File: config.mk
export PLATFORM = sky130hd
export DESIGN_NAME = riscv_regfile_dump
export DESIGN_NICKNAME = d
export VERILOG_FILES = /design/src/rtl/riscv_regfile_dump.sv
export SDC_FILE = /design/constraint.sdc
export NUM_CORES = 2
export LEC_CHECK = 0
export BUFFER_PORTS_ARGS = -buffer_cell sky130_fd_sc_hd__buf_2
export CORE_MARGIN = 4
export CORE_UTILIZATION = 60
export CTS_CLUSTER_SIZE = 16
export DETAILED_ROUTE_END_ITERATION = 12
export PLACE_DENSITY_LB_ADDON = 0.08
export SYNTH_ARGS = -nofsm -noshare
export SYNTH_HDL_FRONTEND = slang
export SYNTH_SLANG_ARGS = --single-unit
File: constraint.sdc
create_clock -name clk -period 99.4 [get_ports clk]
set_input_delay 19.88 -clock clk [delete_from_list [all_inputs] [get_ports clk]]
set_output_delay 19.88 -clock clk [all_outputs]
set_load 0.01 [all_outputs]
File: src/rtl/riscv_regfile_dump.sv
// RISC-V style register file (x0 hardwired to zero) with NRD combinational read ports
// and a ready/valid dump streamer. Optional write-to-read bypass: define REGFILE_BYPASS_EN.
module riscv_regfile_dump #(
  parameter int XLEN  = 32,
  parameter int NREGS = 32,
  parameter int NRD   = 2
) (
  input  logic                            clk,
  input  logic                            rst,
  input  logic [NRD*$clog2(NREGS)-1:0]    rd_addr,
  output logic [NRD*XLEN-1:0]             rd_data,
  input  logic                            we,
  input  logic [$clog2(NREGS)-1:0]        wr_addr,
  input  logic [XLEN-1:0]                 wr_data,
  input  logic                            dump_req,
  output logic                            dump_valid,
  input  logic                            dump_ready,
  output logic [$clog2(NREGS)-1:0]        dump_addr,
  output logic [XLEN-1:0]                 dump_data,
  output logic                            dump_busy,
  output logic                            dump_done
);

  localparam int ADDR_W = $clog2(NREGS);
  localparam logic [ADDR_W-1:0] LAST_IDX = ADDR_W'(NREGS - 1);

  typedef enum logic [1:0] {
    S_IDLE,
    S_STREAM,
    S_DONE
  } state_e;

  logic [XLEN-1:0]   regs_q [NREGS];
  state_e            state_q, state_d;
  logic [ADDR_W-1:0] idx_q, idx_d;
  logic [XLEN-1:0]   data_q, data_d;

  logic              wr_hit;
  logic [ADDR_W-1:0] load_addr;
  logic [XLEN-1:0]   load_val;

  assign wr_hit = we && (wr_addr != '0);

  // Entry 0 is only ever cleared, so it stays constant zero.
  always_ff @(posedge clk or posedge rst) begin
    if (rst) begin
      for (int i = 0; i < NREGS; i++) begin
        regs_q[i] <= '0;
      end
    end else if (wr_hit) begin
      regs_q[wr_addr] <= wr_data;
    end
  end

  genvar gi;
  generate
    for (gi = 0; gi < NRD; gi++) begin : g_rd
      logic [ADDR_W-1:0] ra;
      logic [XLEN-1:0]   stored;
      assign ra     = rd_addr[gi*ADDR_W +: ADDR_W];
      assign stored = regs_q[ra];
`ifdef REGFILE_BYPASS_EN
      assign rd_data[gi*XLEN +: XLEN] = (wr_hit && (wr_addr == ra)) ? wr_data : stored;
`else
      assign rd_data[gi*XLEN +: XLEN] = stored;
`endif
    end
  endgenerate

  // The beat being loaded must see a write landing on the same edge.
  assign load_addr = (state_q == S_STREAM) ? idx_q + 1'b1 : '0;
  assign load_val  = (wr_hit && (wr_addr == load_addr)) ? wr_data : regs_q[load_addr];

  always_comb begin
    state_d = state_q;
    idx_d   = idx_q;
    data_d  = data_q;
    case (state_q)
      S_IDLE: begin
        if (dump_req) begin
          state_d = S_STREAM;
          idx_d   = '0;
          data_d  = load_val;
        end
      end
      S_STREAM: begin
        if (dump_ready) begin
          if (idx_q == LAST_IDX) begin
            state_d = S_DONE;
          end else begin
            idx_d  = idx_q + 1'b1;
            data_d = load_val;
          end
        end
      end
      S_DONE: begin
        state_d = S_IDLE;
        idx_d   = '0;
      end
      default: state_d = S_IDLE;
    endcase
  end

  always_ff @(posedge clk or posedge rst) begin
    if (rst) begin
      state_q <= S_IDLE;
      idx_q   <= '0;
      data_q  <= '0;
    end else begin
      state_q <= state_d;
      idx_q   <= idx_d;
      data_q  <= data_d;
    end
  end

  assign dump_valid = (state_q == S_STREAM);
  assign dump_busy  = (state_q != S_IDLE);
  assign dump_done  = (state_q == S_DONE);
  assign dump_addr  = idx_q;
  assign dump_data  = data_q;

endmodule

==> flow_results.xml <==
<?xml version="1.0" encoding="UTF-8"?>
<metrics>
  <group name="outcome">
    <metric name="outcome" unit="">complete, no violations</metric>
  </group>
  <group name="setup_path">
    <metric name="worstPathCellList" unit="">buf_8 -&gt; buf_4 -&gt; buf_4 -&gt; buf_4 -&gt; mux4_2 -&gt; mux4_2 -&gt; mux2_2 -&gt; buf_2</metric>
    <metric name="critical_path.top_delay_family" unit="">buffers and inverters</metric>
    <metric name="path_class" unit="">in -&gt; out</metric>
    <metric name="cell_seen_most_often_among_critical_path_stages" unit="">sky130_fd_sc_hd__buf_4</metric>
    <metric name="worstSetupStartpoint" unit="">rd_addr[6]</metric>
    <metric name="worst_r2r_endpoint" unit="">dump_data[0]</metric>
    <metric name="cp_slowest_stage_delay" unit="ps">910</metric>
    <metric name="timing.critical_path.to" unit="">rd_data[48]</metric>
    <metric name="cp.arrival" unit="ps">24620</metric>
    <metric name="crit_fanout" unit="">109</metric>
    <metric name="timing.reg2reg.worst_path_depth" unit="">9</metric>
    <metric name="r2r_start" unit="">state_q[1]</metric>
    <metric name="timing.critical_path.slowest_stage_cell" unit="">sky130_fd_sc_hd__buf_4</metric>
    <metric name="worst-endpoint-required" unit="ps">79520</metric>
    <metric name="sum_of_buffers_and_inverters_on_the_critical_path" unit="">5</metric>
    <metric name="startpoint_class_of_the_critical_path" unit="">primary input</metric>
    <metric name="endpoint_kind" unit="">output port</metric>
    <metric name="critical_path_cell_count" unit="">8</metric>
    <metric name="timing.reg2reg.setup_slack" unit="ps">93820</metric>
  </group>
  <group name="cts">
    <metric name="number_of_clock_sinks" unit="">1063</metric>
    <metric name="cts-root-buf" unit="">sky130_fd_sc_hd__clkbuf_16</metric>
    <metric name="clkSlewWorstSetupHoldPaths" unit="ps">70</metric>
    <metric name="max_clock_buf_depth" unit="">3</metric>
    <metric name="worst_skew_pair.late_latency" unit="ps">730</metric>
    <metric name="cts_setup_buffers" unit="">0</metric>
    <metric name="hold_buffers" unit="">0</metric>
    <metric name="cts_tree" unit="">built</metric>
    <metric name="post_cts.resized_instances" unit="">0</metric>
    <metric name="cts_htree_levels" unit="">3</metric>
    <metric name="cts_made_buffers" unit="">117</metric>
  </group>
  <group name="timing">
    <metric name="timing.final.crit_period" unit="ps">44500</metric>
    <metric name="grt_setup_unrepaired" unit="">false</metric>
    <metric name="final_hold_viol_count" unit="">0</metric>
    <metric name="timing.setup.tns" unit="ps">0</metric>
    <metric name="clock_skew" unit="ps">34.5</metric>
    <metric name="timing.final.ws_setup" unit="ps">54900</metric>
    <metric name="max_fclk" unit="GHz">0.0225</metric>
    <metric name="number_of_failing_setup_endpoints_in_the_final_timing_report" unit="">0</metric>
    <metric name="slew_headroom" unit="">0.0815</metric>
    <metric name="timing.hold.ws" unit="ps">421</metric>
    <metric name="report.final.slew_viol_count" unit="">0</metric>
    <metric name="min_period_over_period" unit="">0.448</metric>
    <metric name="worst_pin_slew" unit="ps">1380</metric>
  </group>
  <group name="yosys">
    <metric name="synthArstFlopShare" unit="">1.00</metric>
    <metric name="mean_instance_size_in_the_synthesized_netlist" unit="µm²">13.9</metric>
    <metric name="dominantRegCellSynth" unit="">sky130_fd_sc_hd__dfrtp_1</metric>
    <metric name="synth_simple_gate_area_frac" unit="">0.0331</metric>
    <metric name="cell_area_after_synthesis" unit="mm²">0.0642</metric>
    <metric name="synth_seq_cells" unit="">1063</metric>
    <metric name="mappedNetlistNets" unit="">4687</metric>
    <metric name="synth_mux_area_frac" unit="">0.441</metric>
    <metric name="netlist-cell-type-count" unit="">72</metric>
    <metric name="synthCells" unit="">4633</metric>
    <metric name="dominant_combinational_cell_family_by_area_after_synthesis" unit="">multiplexers</metric>
    <metric name="synth_compound_area_frac" unit="">0.0723</metric>
    <metric name="synth_edf_count" unit="">0</metric>
    <metric name="synth_xor_xnor_area_share" unit="">0.00107</metric>
    <metric name="synth_seq_area_share" unit="">0.414</metric>
    <metric name="synth-warning-count" unit="">0</metric>
    <metric name="synth_adder_area_share" unit="">0.000390</metric>
  </group>
  <group name="grt">
    <metric name="antenna_found_initial" unit="">9</metric>
    <metric name="grt-ovfl-total" unit="">0</metric>
    <metric name="pin_count_of_the_biggest_net_entering_global_routing" unit="">166</metric>
    <metric name="gr-usage-all-layers" unit="">0.393</metric>
    <metric name="grt_pass1_wl" unit="µm">322000</metric>
    <metric name="vias_in_the_first_global_route" unit="">46300</metric>
  </group>
  <group name="drt">
    <metric name="routed-via-count" unit="">46000</metric>
    <metric name="routed_wire_length_per_instance" unit="µm">36.8</metric>
    <metric name="drt_drc_violations_left" unit="">0</metric>
    <metric name="totalWireLength" unit="µm">219000</metric>
    <metric name="drt_iter0_drc" unit="">5876</metric>
    <metric name="drt.antenna.violating_nets" unit="">0</metric>
    <metric name="detailed_routing_iterations_pass_1" unit="">6</metric>
    <metric name="vias_per_cell" unit="">7.75</metric>
  </group>
  <group name="cells_and_area">
    <metric name="mostFrequentLayoutCells" unit="">1161 x sky130_fd_sc_hd__mux2_2, 1062 x sky130_fd_sc_hd__dfrtp_1, 640 x sky130_fd_sc_hd__mux4_2</metric>
    <metric name="layout.cells.most_common" unit="">sky130_fd_sc_hd__mux2_2</metric>
    <metric name="final_nets" unit="">4499</metric>
    <metric name="area.growth.synth_to_final" unit="%">8.47</metric>
    <metric name="final_cell_count_no_fill" unit="">5942</metric>
    <metric name="final_layout_size_suffix_gt1_frac" unit="">0.513</metric>
  </group>
  <group name="power_and_ir_drop">
    <metric name="cellPowerDensity" unit="mW/mm²">27.7</metric>
    <metric name="vdd.ir_drop.worst" unit="mV">0.0374</metric>
    <metric name="power.leakage" unit="µW">0.0289</metric>
  </group>
  <group name="floorplanning">
    <metric name="ioPinCount" unit="">156</metric>
    <metric name="dieWidth" unit="µm">335</metric>
    <metric name="die_area" unit="mm²">0.112</metric>
    <metric name="fp-row-count" unit="">119</metric>
    <metric name="initial_utilization" unit="">0.607</metric>
    <metric name="core" unit="mm²">0.106</metric>
    <metric name="fp.dieH" unit="µm">335</metric>
  </group>
  <group name="hold_path">
    <metric name="worst_hold_path_type" unit="">reg -&gt; reg</metric>
  </group>
  <group name="placement">
    <metric name="portBuffers" unit="">155</metric>
    <metric name="placed_cells" unit="">5717</metric>
    <metric name="place.detailed.hpwl" unit="µm">120000</metric>
    <metric name="gp_congestion" unit="">0.842</metric>
    <metric name="post-place-ws" unit="ps">54780</metric>
  </group>
  <group name="flow_run">
    <metric name="max_cap_violations" unit="">0</metric>
  </group>
</metrics>
per-stage QoR:
step                      power, µW  area (µm²)  utilization
after CTS                      1900       69600        0.658
after global placement         1410       65400        0.619
after global routing           1990       69600        0.658
after floorplan                1150       64200            -
final                          1930       69600        0.659
after detailed placement       1430       65400        0.619
report_power, final:
group / leakage [µW] / total, µW / switching [µW] / internal (µW)
clock: 0.00207 / 471 / 186 / 284
combinational: 0.0132 / 841 / 499 / 342
sequential: 0.0136 / 615 / 94.9 / 520
total: 0.0289 / 1930 / 780 / 1150
per-layer routing:
| metal | routed length, µm | share of wire | track usage |
|---|---|---|---|
| met4 | 12000 | 0.055 | 0.182 |
| met3 | 26500 | 0.12 | 0.107 |
| met1 | 83800 | 0.38 | 0.555 |
| met2 | 96600 | 0.44 | 0.574 |
| met5 | 0 | 0 | 0 |
registers in the layout (all words and copies together) (netlist names):
name and flops:
dump_addr 5, regs_q 1024, state_q 2, dump_data 32
worst min-delay path by stage:
stage | startpoint | to | slack, ps | cells past startpoint
after floorplan | regs_q[1003] | regs_q[1003] | 460 | 1
after global placement | regs_q[994] | regs_q[994] | 400 | 0
after detailed placement | regs_q[1001] | regs_q[1001] | 410 | 0
after CTS | regs_q[1001] | regs_q[1001] | 420 | 0
after global routing | regs_q[1001] | regs_q[1001] | 430 | 0
final | regs_q[1001] | regs_q[1001] | 420 | 0
Yosys cell counts (11+ instances only):
master	instances	area share
sky130_fd_sc_hd__buf_6	11	0.0019
sky130_fd_sc_hd__o221ai_1	91	0.012
sky130_fd_sc_hd__a221oi_1	60	0.0082
sky130_fd_sc_hd__mux2i_1	77	0.012
sky130_fd_sc_hd__nor2_1	76	0.0044
sky130_fd_sc_hd__buf_1	69	0.0040
sky130_fd_sc_hd__a21oi_1	106	0.0083
sky130_fd_sc_hd__nand2_1	246	0.014
sky130_fd_sc_hd__mux2_2	1161	0.20
sky130_fd_sc_hd__a311o_1	24	0.0037
sky130_fd_sc_hd__nand3_1	97	0.0076
sky130_fd_sc_hd__o2bb2ai_1	58	0.0079
sky130_fd_sc_hd__a21oi_2	16	0.0022
sky130_fd_sc_hd__dfrtp_1	1063	0.41
sky130_fd_sc_hd__buf_4	13	0.0015
sky130_fd_sc_hd__mux4_2	640	0.22
sky130_fd_sc_hd__a31oi_1	38	0.0037
sky130_fd_sc_hd__o21ai_0	55	0.0043
sky130_fd_sc_hd__a211oi_1	63	0.0074
sky130_fd_sc_hd__buf_2	116	0.0090
sky130_fd_sc_hd__clkbuf_1	346	0.020
sky130_fd_sc_hd__o22ai_1	91	0.0089
layout make-up:
type | count | area, µm²
timing repair buffer | 252 | 1610
multi-input combinational | 3006 | 35400
clock buffer | 171 | 3540
sequential | 1063 | 26600
clock inverter | 47 | 658
inverter | 5 | 26.3
antenna | 7 | 17.5
fill | 7734 | 36100
tap | 1391 | 1740
cells by family after synthesis:
logic type	Yosys count
muxes	1879
DFF	1063
AOI/OAI and AO/OA	643
buffers and inverters	564
and+or+nand+nor	475
xor gates and xnor gates	7
adders and majority gates	2
No activity file was read; power rests on OpenSTA's default activity.
